<file path="config.mk">
export PLATFORM = sky130hd
export DESIGN_NAME = matvec_mac_engine
export DESIGN_NICKNAME = d
export VERILOG_FILES = /design/src/rtl/matvec_mac_engine.sv
export SDC_FILE = /design/constraint.sdc
export NUM_CORES = 2
export LEC_CHECK = 0
export CORE_ASPECT_RATIO = 1.25
export CORE_MARGIN = 10
export CORE_UTILIZATION = 30
export DETAILED_ROUTE_END_ITERATION = 6
export GPL_ROUTABILITY_DRIVEN = 0
export PLACE_DENSITY = 0.45
export SETUP_SLACK_MARGIN = 0.05
export SLEW_MARGIN = 30
export SYNTH_ARGS = -nofsm -noshare
export SYNTH_HDL_FRONTEND = slang
export SYNTH_SLANG_ARGS = --single-unit
</file>
<file path="constraint.sdc">
create_clock -name clk -period 7 [get_ports clk]
set_clock_uncertainty 0.1 [all_clocks]
set_input_delay 0.7 -clock clk [delete_from_list [all_inputs] [get_ports clk]]
set_output_delay 0.7 -clock clk [all_outputs]
set_load 0.005 [all_outputs]
</file>
<file path="src/rtl/matvec_mac_engine.sv">
// matvec_mac_engine
//   Matrix-vector multiply: Cout[r] = sum_k A[r][k] * B[k], r < ROWS, k < DEPTH.
//   Each accepted beat carries one column of A (all ROWS lanes) plus B[k].
//   ROWS MAC lanes work in parallel through a two-stage pipeline:
//     stage 1 registers the lane products, stage 2 accumulates them.
//
// Ports
//   clk        rising-edge clock
//   rst_n      asynchronous active-low reset
//   Clr        synchronous clear: abort pass, zero accumulators, return to IDLE
//   in_valid   input beat valid; a beat is taken when in_valid & in_ready
//   in_ready   engine can take a beat (IDLE/ACCUM and no Clr)
//   in_a       column k of A, lane r at [r*DATA_W +: DATA_W]
//   in_b       B[k]
//   in_last    producer's end-of-pass marker
//   out_valid  Cout holds a complete result
//   out_ready  consumer takes the result
//   Cout       results, lane r at [r*ACC_W +: ACC_W]
//   err_len    sticky flag: in_last disagreed with the beat count
//
// Build option
//   MATVEC_SAT_EN  when defined, each lane saturates on accumulate overflow
//                  instead of wrapping modulo 2^ACC_W.
//
// state   | meaning
// --------+----------------------------------------------------------
// S_IDLE  | waiting for the first beat of a pass
// S_ACCUM | beats 2..DEPTH of the pass being taken
// S_DRAIN | last product moving through the accumulate stage
// S_DONE  | result presented, held until out_valid & out_ready

module matvec_mac_engine #(
  parameter int DATA_W = 8,
  parameter int DEPTH  = 8,
  parameter int ROWS   = 8,
  parameter int ACC_W  = 24,
  parameter int SIGNED = 0
) (
  input  logic                     clk,
  input  logic                     rst_n,
  input  logic                     Clr,
  input  logic                     in_valid,
  output logic                     in_ready,
  input  logic [ROWS*DATA_W-1:0]   in_a,
  input  logic [DATA_W-1:0]        in_b,
  input  logic                     in_last,
  output logic                     out_valid,
  input  logic                     out_ready,
  output logic [ROWS*ACC_W-1:0]    Cout,
  output logic                     err_len
);

  localparam int CNT_W = $clog2(DEPTH);
  localparam int PW    = 2 * DATA_W;

  typedef enum logic [1:0] {S_IDLE, S_ACCUM, S_DRAIN, S_DONE} state_t;

  state_t                  r_state;
  logic [CNT_W-1:0]        r_cnt;
  logic                    r_out_valid;
  logic                    r_err_len;
  logic                    r_p_valid;
  logic                    r_p_first;
  logic [ROWS*PW-1:0]      r_prod;
  logic [ROWS*ACC_W-1:0]   r_acc;

  logic                    w_accept;
  logic                    w_last_beat;
  logic [ROWS*PW-1:0]      w_prod;
  logic [ROWS*ACC_W-1:0]   w_acc_nxt;

  assign in_ready    = ((r_state == S_IDLE) || (r_state == S_ACCUM)) && !Clr;
  assign w_accept    = in_valid && in_ready;
  assign w_last_beat = (r_cnt == CNT_W'(DEPTH - 1));

  assign out_valid = r_out_valid;
  assign err_len   = r_err_len;
  assign Cout      = r_acc;

  for (genvar g = 0; g < ROWS; g++) begin : g_lane
    logic [ACC_W-1:0] w_a;
    logic [ACC_W-1:0] w_ext;
    logic [ACC_W-1:0] w_add;

    assign w_a = r_acc[g*ACC_W +: ACC_W];

    if (SIGNED != 0) begin : g_sgn
      logic signed [PW-1:0]    w_sa;
      logic signed [PW-1:0]    w_sb;
      logic signed [ACC_W-1:0] w_se;
      assign w_sa = PW'($signed(in_a[g*DATA_W +: DATA_W]));
      assign w_sb = PW'($signed(in_b));
      assign w_prod[g*PW +: PW] = w_sa * w_sb;
      assign w_se  = ACC_W'($signed(r_prod[g*PW +: PW]));
      assign w_ext = w_se;
    end else begin : g_uns
      assign w_prod[g*PW +: PW] = PW'(in_a[g*DATA_W +: DATA_W]) * PW'(in_b);
      assign w_ext = ACC_W'(r_prod[g*PW +: PW]);
    end

`ifdef MATVEC_SAT_EN
    if (SIGNED != 0) begin : g_sat_s
      logic [ACC_W-1:0] w_sum;
      logic             w_ovf;
      assign w_sum = w_a + w_ext;
      // Overflow only when both operands share a sign and the sum flips it.
      assign w_ovf = (w_a[ACC_W-1] == w_ext[ACC_W-1]) && (w_sum[ACC_W-1] != w_a[ACC_W-1]);
      assign w_add = !w_ovf ? w_sum :
                     w_ext[ACC_W-1] ? {1'b1, {(ACC_W-1){1'b0}}} : {1'b0, {(ACC_W-1){1'b1}}};
    end else begin : g_sat_u
      logic [ACC_W:0] w_sum;
      assign w_sum = {1'b0, w_a} + {1'b0, w_ext};
      assign w_add = w_sum[ACC_W] ? {ACC_W{1'b1}} : w_sum[ACC_W-1:0];
    end
`else
    assign w_add = w_a + w_ext;
`endif

    // First product of a pass replaces whatever the previous pass left behind.
    assign w_acc_nxt[g*ACC_W +: ACC_W] = r_p_first ? w_ext : w_add;
  end

  always_ff @(posedge clk or negedge rst_n) begin
    if (!rst_n) begin
      r_state     <= S_IDLE;
      r_cnt       <= '0;
      r_out_valid <= 1'b0;
      r_err_len   <= 1'b0;
    end else if (Clr) begin
      r_state     <= S_IDLE;
      r_cnt       <= '0;
      r_out_valid <= 1'b0;
      r_err_len   <= 1'b0;
    end else begin
      case (r_state)
        S_IDLE, S_ACCUM: begin
          if (w_accept) begin
            // Length error is flagged but the pass always runs DEPTH beats.
            r_err_len <= r_err_len | (in_last != w_last_beat);
            if (w_last_beat) begin
              r_cnt   <= '0;
              r_state <= S_DRAIN;
            end else begin
              r_cnt   <= r_cnt + 1'b1;
              r_state <= S_ACCUM;
            end
          end
        end
        S_DRAIN: begin
          r_state     <= S_DONE;
          r_out_valid <= 1'b1;
        end
        S_DONE: begin
          if (out_ready) begin
            r_state     <= S_IDLE;
            r_out_valid <= 1'b0;
          end
        end
        default: r_state <= S_IDLE;
      endcase
    end
  end

  always_ff @(posedge clk or negedge rst_n) begin
    if (!rst_n) begin
      r_p_valid <= 1'b0;
      r_p_first <= 1'b0;
      r_prod    <= '0;
      r_acc     <= '0;
    end else if (Clr) begin
      r_p_valid <= 1'b0;
      r_p_first <= 1'b0;
      r_prod    <= '0;
      r_acc     <= '0;
    end else begin
      r_p_valid <= w_accept;
      if (w_accept) begin
        r_prod    <= w_prod;
        r_p_first <= (r_cnt == '0);
      end
      if (r_p_valid) begin
        r_acc <= w_acc_nxt;
      end
    end
  end

endmodule

</file>
==> flow_summary_export.csv <==
group,metric,value,unit
route,wl_met1,59900,um
worst_setup_path,worst_setup_path_end_kind,"register",
run_status,outcome,"completed",
place,dp_slack,1290,ps
worst_setup_path,cpMostUsedCell,"fa_1",
timing,relSlewSlack,0.366,
timing,rsz0062_at_grt,"no",
clock_tree,clk_latency,620,ps
yosys,synth-seq-area-share,0.220,
timing,fmax,196,MHz
worst_setup_path,required,7340,ps
route,wire_per_inst,19.1,um
die,rows,144,
global_route,grt_pass1_vias,30700,
route,firstDrtPassIters,7,
clock_tree,cts_tree,"yes",
clock_tree,clk_path_buf_depth,3,
yosys,syn_area_per_cell,8.73,sq um
die,io_pins,273,
yosys,syn_area,0.0374,sq mm
route,wirelength,117000,um
worst_setup_path,criticalPathCategory,"input port to register",
finish,final_common_cell,"inv_1",
worst_setup_path,critical_path_depth,16,
finish,area_growth,16.0,%
die,die-area,0.139,sq mm
route,num_vias,30500,
yosys,synth_cell_type_count,86,
timing,tightest_slew,951,ps
yosys,synth_nets,5072,
worst_setup_path,ff2ff_setup_slack,3650,ps
worst_setup_path,r2r_end,"Cout[90]$_DFFE_PN0P_",
route,wl_met2,49200,um
yosys,synth_seq_cells,329,
worst_setup_path,path_buf_inv,3,
worst_setup_path,worst_r2r_path_depth,11,
global_route,grt_antenna_before_repair,20,
global_route,grt_max_degree,134,
clock_tree,numCtsBuffers,43,
route,first_iter_violations,1563,
yosys,synth-edff-count,0,
yosys,synthFlopType,"dfrtp_1",
yosys,synthesis.instances,4279,
worst_setup_path,crit_path_start_kind,"input port",
finish,most-common-layout-cells,"461 x inv_1, 419 x ha_1, 415 x and2_1, 375 x nand2_1, 327 x dfrtp_1",
die,die_w,336,um
die,die_h,415,um
global_route,overflow,0,
timing,fin_ws,1910,ps
pwr,vdd_drop_max,191,uV
finish,final_cells,6099,
die,core,0.123,sq mm
finish,fillerInstances,12700,
clock_tree,postCtsSetupBuffers,0,
worst_setup_path,slowest_delay,630,ps
clock_tree,cts_max_level,2,
worst_setup_path,reg2reg_from,"Cout[72]$_DFFE_PN0P_",
die,initial_core_util,0.303,
pwr,leakage,20.4,nW
worst_setup_path,critPathMaxFanout,8,
route,drt-vias-per-instance,5.00,
timing,drv_slew,0,
yosys,async_flop_share,1.00,
route,highest_layer,"met5",
worst_setup_path,slowest_stage,"clkdlybuf4s50_1",
route,drc,0,
place,place_inst,6018,
timing,setup_viol,0,
flow_run,cap_violations,0,
route,ant_nets,0,
clock_tree,root_buffer,"clkbuf_16",
finish,drive_gt1_frac,0.0416,
yosys,yosysWarnings,0,
clock_tree,cts_resized,0,
worst_setup_path,cp_cell_sequence,"clkdlybuf4s50_1, and2_1, fa_1, fa_1, inv_1, fa_1, fa_1, inv_1, ha_1, a21o_1, a2111oi_2, nor3_1, a41o_1, o41ai_2, xnor2_1, o21ai_1",
hold_path,min_path_type,"input port to async pin",
worst_setup_path,arrival,5440,ps
clock_tree,clock_sinks,329,
timing,fin_setup_tns,0,ps
timing,post-route-period-util,0.728,
timing,finalHoldViolations,0,
global_route,grt.total_usage,0.165,
global_route,grt_pass1_wl,185000,um
pwr,power_density,241,mW/mm^2
clock_tree,holdBufCountCts,0,
timing,finalCriticalPeriod,5090,ps
worst_setup_path,critical_path.top_delay_family,"adder cells",
finish,fin_nets,5250,
place,hpwlAfterDp,89200,um
place,port_buffers,272,
route,met3_length,5380,um
clock_tree,clkSlewWorstSetupHoldPaths,60,ps
[stage by stage]
stage	hold slack (ps)	cell area, sq um	util	power [mW]
6_report	10.2	43300	0.351	10.4
5_1_grt	56.1	43300	0.351	11.4
4_1_cts	21.0	43300	0.351	10.6
3_5_place_dp	374	41800	0.339	8.07
3_3_place_gp	376	41800	0.339	8.08
2_1_floorplan	304	37400	-	6.36
[power breakdown]
| group | switching [mW] | internal (mW) |
|---|---|---|
| logic | 3.14 | 2.30 |
| registers | 0.401 | 2.17 |
| clock network | 0.978 | 1.44 |
[per-layer routing]
metal,vias to the layer above,track usage
li1,15000,-
met1,14900,0.246
met2,424,0.246
met3,111,0.0292
met4,32,0.0321
met5,-,0
[layout make-up]
| type | instances | area, sq um | share of cell area |
|---|---|---|---|
| sequential | 329 | 8240 | 0.190 |
| antenna | 1 | 2.50 | 0.0000577 |
| clock buffer | 62 | 1260 | 0.0290 |
| inverter | 463 | 1740 | 0.0401 |
| multi-input combinational | 3303 | 26700 | 0.617 |
| clock inverter | 18 | 260 | 0.00600 |
| timing repair buffer | 317 | 3090 | 0.0713 |
| tap | 1606 | 2010 | 0.0464 |
[worst max path at each step]
stage	startpoint	to	slack, ps
2_1_floorplan	in_b[2]	r_prod[95]$_DFFE_PN0P_	1950
3_3_place_gp	in_b[2]	r_prod[61]$_DFFE_PN0P_	1320
3_5_place_dp	in_b[2]	r_prod[63]$_DFFE_PN0P_	1290
4_1_cts	in_a[43]	r_prod[95]$_DFFE_PN0P_	1930
5_1_grt	in_b[3]	r_prod[110]$_DFFE_PN0P_	1660
6_report	in_a[43]	r_prod[95]$_DFFE_PN0P_	1910
[synth_stat cells, drive strengths merged (10+ instances only)]
library cell,number,share of area
a2111oi,21,0.0063
a211o,10,0.0023
a211oi,50,0.010
a21o,90,0.018
a21oi,151,0.020
a22oi,32,0.0064
a311oi,45,0.011
a31oi,35,0.0060
and2,416,0.070
and3,21,0.0035
buf,14,0.0014
clkbuf,170,0.017
dfrtp,329,0.22
fa,296,0.16
ha,419,0.14
inv,462,0.046
mux2i,24,0.0064
nand2,376,0.038
nand2b,57,0.0095
nand3,97,0.013
nand3b,103,0.021
nand4,20,0.0033
nor2,238,0.024
nor2b,15,0.0025
nor3,75,0.010
o211ai,37,0.0074
o21a,24,0.0048
o21ai,280,0.038
o21bai,19,0.0038
o31ai,20,0.0045
o41ai,11,0.0036
or2,18,0.0030
or3,24,0.0040
or4,12,0.0024
xnor2,98,0.023
xor2,71,0.017
[flip-flops by register name, indices dropped and copies added, names as in the netlist]
signal and flops:
r_p_first 1, r_p_valid 1, err_len 1, Cout 192
r_prod 128, r_state 2, r_cnt 3, out_valid 1
[cell families after synthesis]
| kind of cell | synth area share |
|---|---|
| XOR/XNOR | 0.0396 |
| AO/OA/AOI/OAI | 0.160 |
| multiplexers | 0.00673 |
| buffers and inverters | 0.0650 |
| AND/OR/NAND/NOR | 0.209 |
| flip-flops | 0.220 |
| adder cells (fa/ha/maj) | 0.299 |
[worst register-to-register path: stages (launching register included)]
cell and delay (ps):
dfrtp_1 380, ha_1 230, inv_1 70, fa_1 380, nand2b_1 200, a21oi_1 260
o41a_1 320, a221oi_4 120, o31ai_1 390, o211ai_1 290, or4_1 480, nand3_1 90
(Power assumes the default switching activity.)
